$ cat config.mk
export PLATFORM = sky130hd
export DESIGN_NAME = mem_stage_dmem_if
export DESIGN_NICKNAME = d
export VERILOG_FILES = /design/src/rtl/mem_stage_dmem_if.sv
export SDC_FILE = /design/constraint.sdc
export NUM_CORES = 1
export LEC_CHECK = 0
export CAP_MARGIN = 20
export CORE_MARGIN = 2
export CORE_UTILIZATION = 35
export DETAILED_ROUTE_END_ITERATION = 16
export GPL_ROUTABILITY_DRIVEN = 0
export MAX_ROUTING_LAYER = met4
export PLACE_DENSITY = 0.65
export SYNTH_ARGS = -nofsm -noshare
export SYNTH_HDL_FRONTEND = slang
export SYNTH_SLANG_ARGS = --single-unit
$ cat constraint.sdc
create_clock -name clk -period 4.83 [get_ports clk]
set_input_delay 1.2075 -clock clk [delete_from_list [all_inputs] [get_ports clk]]
set_output_delay 1.2075 -clock clk [all_outputs]
set_load 0.005 [all_outputs]
$ cat src/rtl/mem_stage_dmem_if.sv
// MEM-stage data-memory interface: non-memory ops retire 1 cycle after acceptance, memory ops retire 1 cycle after the req/rsp handshake or the timeout.
// Backpressure: in_ready drops while an access is in REQ/WAIT; the request is held stable until dmem_req_ready.
module mem_stage_dmem_if #(
  parameter int DBITS     = 32,
  parameter int REGNOBITS = 5,
  parameter int TIMEOUT   = 64
) (
  input  logic                 clk,
  input  logic                 reset,
  input  logic                 in_valid,
  output logic                 in_ready,
  input  logic                 in_is_load,
  input  logic                 in_wr_mem,
  input  logic [DBITS-1:0]     in_aluout,
  input  logic [DBITS-1:0]     in_wr_val,
  input  logic [REGNOBITS-1:0] in_rd,
  input  logic                 in_wr_reg,
  input  logic [DBITS-1:0]     in_pc,
  output logic                 dmem_req_valid,
  input  logic                 dmem_req_ready,
  output logic                 dmem_req_we,
  output logic [DBITS-1:0]     dmem_req_addr,
  output logic [DBITS-1:0]     dmem_req_wdata,
  input  logic                 dmem_rsp_valid,
  input  logic [DBITS-1:0]     dmem_rsp_rdata,
  output logic                 out_valid,
  output logic [REGNOBITS-1:0] out_rd,
  output logic                 out_wr_reg,
  output logic [DBITS-1:0]     out_wdata,
  output logic [DBITS-1:0]     out_pc,
  output logic                 fwd_busy,
  output logic [REGNOBITS-1:0] fwd_rd,
  output logic                 err_misalign,
  output logic                 err_timeout
);

  localparam int CBITS = (TIMEOUT > 2) ? $clog2(TIMEOUT) : 1;

  typedef enum logic [1:0] {S_IDLE, S_REQ, S_WAIT} state_t;

  state_t               state_q, state_d;
  logic [CBITS-1:0]     cnt_q, cnt_d;
  logic                 req_we_q, req_we_d;
  logic [DBITS-1:0]     req_addr_q, req_addr_d;
  logic [DBITS-1:0]     req_wdata_q, req_wdata_d;
  logic [REGNOBITS-1:0] cap_rd_q, cap_rd_d;
  logic                 cap_wr_reg_q, cap_wr_reg_d;
  logic [DBITS-1:0]     cap_pc_q, cap_pc_d;
  logic                 out_valid_q, out_valid_d;
  logic [REGNOBITS-1:0] out_rd_q, out_rd_d;
  logic                 out_wr_reg_q, out_wr_reg_d;
  logic [DBITS-1:0]     out_wdata_q, out_wdata_d;
  logic [DBITS-1:0]     out_pc_q, out_pc_d;
  logic                 err_mis_q, err_mis_d;
  logic                 err_to_q, err_to_d;
  logic                 in_is_mem;

  assign in_is_mem = in_is_load | in_wr_mem;

  always_comb begin
    state_d      = state_q;
    cnt_d        = cnt_q;
    req_we_d     = req_we_q;
    req_addr_d   = req_addr_q;
    req_wdata_d  = req_wdata_q;
    cap_rd_d     = cap_rd_q;
    cap_wr_reg_d = cap_wr_reg_q;
    cap_pc_d     = cap_pc_q;
    out_valid_d  = 1'b0;
    out_rd_d     = out_rd_q;
    out_wr_reg_d = out_wr_reg_q;
    out_wdata_d  = out_wdata_q;
    out_pc_d     = out_pc_q;
    err_mis_d    = err_mis_q;
    err_to_d     = err_to_q;
    case (state_q)
      S_IDLE: begin
        if (in_valid) begin
          if (in_is_mem && (in_aluout[1:0] == 2'b00)) begin
            req_we_d     = in_wr_mem;
            req_addr_d   = in_aluout;
            req_wdata_d  = in_wr_val;
            cap_rd_d     = in_rd;
            cap_wr_reg_d = in_wr_reg;
            cap_pc_d     = in_pc;
            state_d      = S_REQ;
          end else begin
            // Misaligned memory ops retire immediately without touching memory.
            out_valid_d  = 1'b1;
            out_rd_d     = in_rd;
            out_wr_reg_d = in_wr_reg & ~in_is_mem;
            out_wdata_d  = in_aluout;
            out_pc_d     = in_pc;
            if (in_is_mem) err_mis_d = 1'b1;
          end
        end
      end
      S_REQ: begin
        if (dmem_req_ready) begin
          if (req_we_q) begin
            out_valid_d  = 1'b1;
            out_rd_d     = cap_rd_q;
            out_wr_reg_d = 1'b0;
            out_wdata_d  = req_wdata_q;
            out_pc_d     = cap_pc_q;
            state_d      = S_IDLE;
          end else begin
            cnt_d   = '0;
            state_d = S_WAIT;
          end
        end
      end
      S_WAIT: begin
        cnt_d = cnt_q + CBITS'(1);
        if (dmem_rsp_valid) begin
          out_valid_d  = 1'b1;
          out_rd_d     = cap_rd_q;
          out_wr_reg_d = cap_wr_reg_q;
          out_wdata_d  = dmem_rsp_rdata;
          out_pc_d     = cap_pc_q;
          state_d      = S_IDLE;
        end else if (cnt_q == CBITS'(TIMEOUT - 1)) begin
          out_valid_d  = 1'b1;
          out_rd_d     = cap_rd_q;
          out_wr_reg_d = 1'b0;
          out_wdata_d  = '0;
          out_pc_d     = cap_pc_q;
          err_to_d     = 1'b1;
          state_d      = S_IDLE;
        end
      end
      default: state_d = S_IDLE;
    endcase
  end

  always_ff @(posedge clk) begin
    if (!reset) begin
      state_q      <= S_IDLE;
      cnt_q        <= '0;
      req_we_q     <= 1'b0;
      req_addr_q   <= '0;
      req_wdata_q  <= '0;
      cap_rd_q     <= '0;
      cap_wr_reg_q <= 1'b0;
      cap_pc_q     <= '0;
      out_valid_q  <= 1'b0;
      out_rd_q     <= '0;
      out_wr_reg_q <= 1'b0;
      out_wdata_q  <= '0;
      out_pc_q     <= '0;
      err_mis_q    <= 1'b0;
      err_to_q     <= 1'b0;
    end else begin
      state_q      <= state_d;
      cnt_q        <= cnt_d;
      req_we_q     <= req_we_d;
      req_addr_q   <= req_addr_d;
      req_wdata_q  <= req_wdata_d;
      cap_rd_q     <= cap_rd_d;
      cap_wr_reg_q <= cap_wr_reg_d;
      cap_pc_q     <= cap_pc_d;
      out_valid_q  <= out_valid_d;
      out_rd_q     <= out_rd_d;
      out_wr_reg_q <= out_wr_reg_d;
      out_wdata_q  <= out_wdata_d;
      out_pc_q     <= out_pc_d;
      err_mis_q    <= err_mis_d;
      err_to_q     <= err_to_d;
    end
  end

  assign in_ready       = (state_q == S_IDLE);
  assign dmem_req_valid = (state_q == S_REQ);
  assign dmem_req_we    = req_we_q;
  assign dmem_req_addr  = req_addr_q;
  assign dmem_req_wdata = req_wdata_q;
  assign out_valid      = out_valid_q;
  assign out_rd         = out_rd_q;
  assign out_wr_reg     = out_wr_reg_q;
  assign out_wdata      = out_wdata_q;
  assign out_pc         = out_pc_q;
  assign fwd_busy       = (state_q != S_IDLE);
  assign fwd_rd         = fwd_busy ? cap_rd_q : '0;
  assign err_misalign   = err_mis_q;
  assign err_timeout    = err_to_q;

endmodule

==> results.ini, run 1 <==
[sta]
hold_violations = 0
final.setup_skew_ps = 9.783
final.setup.tns_ps = 0
drv_slew = 0
finalCriticalPeriod_ps = 3232
rsz0062_at_grt = no
timing.final.setup_violations = 0
layout_worst_path_cycle_share = 0.6692
fmax_mhz = 309.4
timing_worst_slew_pin_value_ps = 989.3
timing.slew.headroom = 0.3404

[synth]
synth_cell_type_count = 32
post_synth_main_area_contributors = dfxtp_1, nand2_1, a21oi_1
synthFlopType = dfxtp_1
synth_most_common_cell = nand2_1
postSynthNetCount = 1148
flip_flop_and_latch_count_after_synthesis = 184
synth.cells.most_frequent = nand2_1, dfxtp_1, a21oi_1
synth_enable_flop_cells = 0
synth.top_cell.area_share = 0.4654
fraction_of_registers_with_async_set_reset = 0
post_synth_instance_area_um2 = 7915
seq_area_frac_synth = 0.4654
post_syn_instances = 1002
yosys_warns = 0
synth_area_leader_cell = dfxtp_1
postSynthAreaPerCell_um2 = 7.899

[global_routing]
grt_first_pass_wirelength_um = 42530
grt_pass1_vias = 7510
grt_max_degree = 129
grt_remaining_overflow = 0
gr-usage-all-layers = 0.2297
grt_antenna_before_repair = 1

[clocking]
clock_transition_at_path_regs_ps = 70
cts.repair.resized = 0
cts_setup_buffers = 0
cell_at_the_root_of_the_clock_tree = clkbuf_16
post_cts_hold_buffer_count = 0
tritoncts = done
clk-insertion-delay-late_ps = 430
cts_buffers = 17
h_tree_levels = 4
cts_num_sinks = 184
clock_tree.buffer_depth = 2

[pwr]
total_leakage_power_nw = 3.783
power_frac_clock = 0.375
netSwitchingFraction = 0.2732
p_switching_w = 0.001047
p_int_w = 0.002785
ir_drop_mv = 0.1944
powerDensity_nw_per_um2 = 332.7
power.share.combinational = 0.187
seq_power_share = 0.438
power_w = 0.003832

[critical_path]
critical_path.startpoint_type = flop
crit_path_max_delay_family = buffers and inverters
worst_r2r_path_depth = 7
critPathMaxFanout = 18
crit_path_cell_trace = inv_1 -> ha_2 -> clkdlybuf4s50_1
reg2reg_to = out_pc[16]$_SDFFE_PN0P_
reg2reg_launch_point = state_q[0]$_SDFFE_PN0P_
timing.setup.critical_path_class = reg2out
timing.critical_path.arrival_ps = 2020
worst_ep_required_time_ps = 3620
critical_path.n_buffers_inverters = 2
slowest_delay_ps = 630
crit_path_top_delay_cell = clkdlybuf4s50_1
worst-r2r-setup-slack_ps = 1770
cp-end-kind = output pin

[floorplanning]
floorplan.rows = 55
boundaryPins = 287
design.die.area_um2 = 23830
chipWidth_um = 154.4
die_span_in_y_um = 154.4
coreArea_um2 = 22430
starting_utilization_of_the_core_area = 0.3528

[route]
number_of_iterations_in_the_first_detailed_routing_pass = 6
route.final.wire_length_um = 27330
drtAntennaViolNets = 0
detailroute.via_count = 8092
vias_per_cell = 5.313
drtIter0Drc = 514
wl_per_cell_um = 17.95
route.detailed.drc = 0

[min_path]
timing.hold.worst.start = out_wdata[22]$_SDFFE_PN0P_
hold_depth = 2
min_delay_worst_endpoint = out_wdata[22]$_SDFFE_PN0P_
hold_class = reg2reg

[place]
place.detailed.hpwl_um = 17590
port_buffers = 286

[cells_and_area]
post_route_cells_drive_above_1_share = 0.04770
nFillCells = 2199
area.growth.synth_to_final_pct = 45.54
nNetsFinal = 1370

[flow_run]
max-cap-violations = 0

[status]
status = complete, no violations

-- worst reg2reg max path, cell delays in order (launching register included) --
cell and delay (ps):
dfxtp_1 330, inv_1 140, ha_2 780, nor2b_1 420, nand2_2 390, and3_2 370, buf_12 220, a211oi_1 300
-- through the flow --
| step | util | worst slack (ps) | instances | hold slack [ps] | area, um2 |
|---|---|---|---|---|---|
| 6_report | 0.5135 | 1598 | 1523 | 446.7 | 11520 |
| 5_1_grt | 0.5135 | 1464 | 1523 | 466.8 | 11520 |
| 4_1_cts | 0.5134 | 1528 | 1522 | 451.5 | 11520 |
| 3_5_place_dp | 0.4867 | 1273 | 1490 | 439.9 | 10920 |
| 3_3_place_gp | 0.4867 | 1297 | 1490 | 435.9 | 10920 |
| 2_1_floorplan | - | 2252 | 1002 | 436.0 | 7915 |
-- logic make-up (layout without fill, tap and decap cells) --
kind of cell / after synthesis / after routing / synth area share
multiplexers: 38 / 38 / 0.04806
adder cells (fa/ha/maj): 5 / 5 / 0.007904
buffers and inverters: 105 / 340 / 0.05375
flip-flops: 184 / 184 / 0.4654
AO/OA/AOI/OAI: 256 / 256 / 0.2020
other: 0 / 1 / 0
AND/OR/NAND/NOR: 409 / 409 / 0.2174
XOR/XNOR: 5 / 5 / 0.005532
-- layer usage --
metal  vias to the layer above  routed length (um)  GRT usage
met3                        40                2040    0.06024
li1                       3949                   -          -
met1                      3795               12000     0.2988
met2                       308               12680     0.3502
met5                         -                   0          -
met4                         0                 612    0.07319
-- how the worst max path moves through the flow --
stage / start / end / slack (ps) / cells past startpoint
6_report: state_q[1]$_SDFFE_PN0P_ / dmem_req_valid / 1600 / 3
5_1_grt: state_q[1]$_SDFFE_PN0P_ / dmem_req_valid / 1460 / 3
4_1_cts: state_q[1]$_SDFFE_PN0P_ / dmem_req_valid / 1530 / 3
3_5_place_dp: in_valid / out_pc[16]$_SDFFE_PN0P_ / 1270 / 7
3_3_place_gp: in_valid / out_wr_reg$_SDFFE_PN0P_ / 1300 / 7
2_1_floorplan: in_wr_mem / out_wr_reg$_SDFFE_PN0P_ / 2250 / 6
-- power groups by stage --
stage / Clock, W / Sequential, W / Combinational [W]
2_1_floorplan: 0 / 0.00171 / 0.000304
3_3_place_gp: 0 / 0.00171 / 0.000710
3_5_place_dp: 0 / 0.00171 / 0.000717
4_1_cts: 0.00148 / 0.00168 / 0.000720
5_1_grt: 0.00155 / 0.00169 / 0.000772
6_report: 0.00144 / 0.00168 / 0.000715
-- cell type report --
cell class,instances,area (um2),share of cell area
sequential,184,3684,0.3198
timing repair buffer,303,3010,0.2613
tap,285,356.6,0.03095
clock inverter,14,158.9,0.01379
antenna,1,2.502,0.0002172
multi-input combinational,713,3845,0.3338
clock buffer,18,439.2,0.03812
inverter,5,23.77,0.002064
-- placed cells by master, fill, tap and decap left out, drive strengths merged --
cell,netlist,final
nor2,45,45
nand3b,1,1
mux2i,38,38
or2,1,1
nand4,34,34
a311oi,35,35
inv,4,13
o211ai,1,1
nor2b,9,9
o21ai,35,35
o2111ai,3,3
diode,0,1
clkinv,1,4
dfxtp,184,184
buf,26,18
nor4,1,1
a21oi,104,104
nor3,2,2
and3b,2,2
nand2b,1,1
nand3,35,35
a221oi,1,1
ha,5,5
bufinv,0,2
nand2,274,274
clkdlybuf4s50,0,285
clkbuf,74,18
a211oi,37,37
o31ai,2,2
a31oi,38,38
xor2,5,5
and3,4,4
(Power assumes the default switching activity.)
==> inputs of run 2 (changes only) <==
--- a/config.mk
+++ b/config.mk
@@ -11,7 +11,7 @@
 export DETAILED_ROUTE_END_ITERATION = 16
 export GPL_ROUTABILITY_DRIVEN = 0
 export MAX_ROUTING_LAYER = met4
-export PLACE_DENSITY = 0.65
+export PLACE_DENSITY = 0.68
 export SYNTH_ARGS = -nofsm -noshare
 export SYNTH_HDL_FRONTEND = slang
 export SYNTH_SLANG_ARGS = --single-unit
==> constraint.sdc (replaced) <==
create_clock -name clk -period 2.96 [get_ports clk]
set_input_delay 0.74 -clock clk [delete_from_list [all_inputs] [get_ports clk]]
set_output_delay 0.74 -clock clk [all_outputs]
set_load 0.005 [all_outputs]
==> run 2 against run 1 <==
Effect of this change: combinational power increased by 69%; via count increased by 2.3%; register-to-register slack got worse by 1100 ps; global-route usage increased by 0.14 points; largest cell class unchanged.
==> results.ini, run 2 (same netlist as run 1, synthesis figures left out) <==
[sta]
fin_ws_ps = 318.7
final.setup_skew_ps = 10.84
rsz0062_at_grt = no
drv_slew = 0
worst_hold_margin_ps = 447.7
timing_worst_slew_pin_value_ps = 785.1
finalCriticalPeriod_ps = 2641
final.setup.tns_ps = 0
layout_worst_path_cycle_share = 0.8923
fmax_mhz = 378.6
timing.slew.headroom = 0.4721
timing.final.setup_violations = 0
hold_violations = 0

[critical_path]
timing.setup.critical_path_class = reg2out
slowest_delay_ps = 550
worst_r2r_path_depth = 7
timing.critical_path.arrival_ps = 1900
critPathMaxFanout = 13
worst_ep_required_time_ps = 2220
reg2reg_launch_point = state_q[0]$_SDFFE_PN0P_
worst-r2r-setup-slack_ps = 700
critical_path.startpoint_type = flop
crit_path_cell_trace = inv_1 -> ha_4 -> nor2b_1 -> clkdlybuf4s50_1
cp-end-kind = output pin
reg2reg_to = cnt_q[5]$_SDFFE_PN0P_
crit_path_top_delay_cell = clkdlybuf4s50_1

[clocking]
h_tree_levels = 4
post_cts_hold_buffer_count = 0
clock_tree.buffer_depth = 2
cts.repair.resized = 0
tritoncts = done
cell_at_the_root_of_the_clock_tree = clkbuf_16
cts_buffers = 17
cts_setup_buffers = 0
clk-insertion-delay-late_ps = 430
cts_num_sinks = 184
clock_transition_at_path_regs_ps = 70

[min_path]
hold_class = reg2reg
timing.hold.worst.start = out_wdata[24]$_SDFFE_PN0P_
min_delay_worst_endpoint = out_wdata[24]$_SDFFE_PN0P_
hold_depth = 2

[cells_and_area]
nFillCells = 2116
mostFrequentLayoutCell = clkdlybuf4s50_1
nNetsFinal = 1385
area.growth.synth_to_final_pct = 48.21
post_route_cells_drive_above_1_share = 0.05671
layout.cells.most_common_list = clkdlybuf4s50_1, nand2_1, dfxtp_1, a21oi_1, nor2_1
diodes = 0
final_design_area_no_fill_um2 = 11730

[floorplanning]
floorplan.rows = 55
coreArea_um2 = 22430
die_span_in_y_um = 154.4
design.die.area_um2 = 23830
boundaryPins = 287
starting_utilization_of_the_core_area = 0.3528
chipWidth_um = 154.4

[place]
place.detailed.hpwl_um = 18730
dp_slack_ps = 283.1
placedInstanceArea_um2 = 11140
port_buffers = 286

[global_routing]
globalRouteMet1Util = 0.2894
met2_layer_usage_reported_by_global_route = 0.3713
grt_use_met3 = 0.05212
grt_max_degree = 60
globalRoute.busiestLayer = met2
grt_pass1_vias = 7887
grt_remaining_overflow = 0
grt_antenna_before_repair = 0
grt_first_pass_wirelength_um = 42950
gr-usage-all-layers = 0.2311

[route]
route.final.wire_length_um = 27500
wl_per_cell_um = 17.89
drtAntennaViolNets = 0
drtIter0Drc = 419
vias_per_cell = 5.387
detailroute.via_count = 8280
route.detailed.drc = 0
number_of_iterations_in_the_first_detailed_routing_pass = 5

[flow_run]
max-cap-violations = 0

[pwr]
total_leakage_power_nw = 3.888
powerDensity_nw_per_um2 = 535.2
ir_drop_mv = 0.3864

[status]
status = complete, no violations

==> run 2: changes by cell type in the layout (fill, tap and decap cells not counted) <==
cell and delta:
buf_12 +9, buf_4 +6, clkbuf_1 +3, clkinv_2 -2
inv_6 -2, clkinv_4 +1, clkinvlp_4 +1, diode_2 -1
inv_8 -1
==> run 2: power breakdown <==
part,switching [W],total (W),internal [W]
combinational,0.000564,0.00121,0.000647
clock,0.00104,0.00233,0.00129
sequential,0.000102,0.00274,0.00264
total,0.00170,0.00628,0.00457
==> run 2: worst max path at each step <==
| stage | slack, ps | start | endpoint |
|---|---|---|---|
| after detailed placement | 280 | in_wr_mem | dmem_req_wdata[19]$_SDFFE_PN0P_ |
| after floorplan | 850 | in_wr_mem | out_wr_reg$_SDFFE_PN0P_ |
| after global placement | 310 | in_wr_mem | dmem_req_wdata[19]$_SDFFE_PN0P_ |
| after CTS | 300 | state_q[1]$_SDFFE_PN0P_ | fwd_rd[4] |
| final | 320 | state_q[1]$_SDFFE_PN0P_ | fwd_rd[4] |
| after global routing | 220 | state_q[1]$_SDFFE_PN0P_ | fwd_rd[4] |
==> run 2: layout make-up <==
cell class / count / area (um2) / area share
Multi-Input combinational cell: 713 / 3845 / 0.3278
Inverter: 5 / 23.77 / 0.002026
Tap cell: 285 / 356.6 / 0.03040
Clock buffer: 21 / 450.4 / 0.03840
Timing Repair Buffer: 318 / 3236 / 0.2758
Sequential cell: 184 / 3684 / 0.3140
Clock inverter: 11 / 136.4 / 0.01163
==> run 2: worst max-delay path, delay by kind of cell, from the launching register on <==
kind | cells | cell delay [ps]
adders and majority gates | 1 | 250
and+or+nand+nor | 1 | 190
buffers and inverters | 2 | 660
DFF | 1 | 390
==> run 2: through the flow <==
step | total power (W) | std cells | utilization
2_1_floorplan | 0.003282 | 1002 | -
3_3_place_gp | 0.003990 | 1505 | 0.4968
3_5_place_dp | 0.004005 | 1505 | 0.4968
4_1_cts | 0.006328 | 1537 | 0.5229
5_1_grt | 0.006543 | 1537 | 0.5229
6_report | 0.006279 | 1537 | 0.5229
==> run 2: layer usage <==
metal | wire length [um] | part of all wire
met1 | 11860 | 0.43
met2 | 12920 | 0.47
met3 | 2034 | 0.074
met4 | 690 | 0.025
met5 | 0 | 0
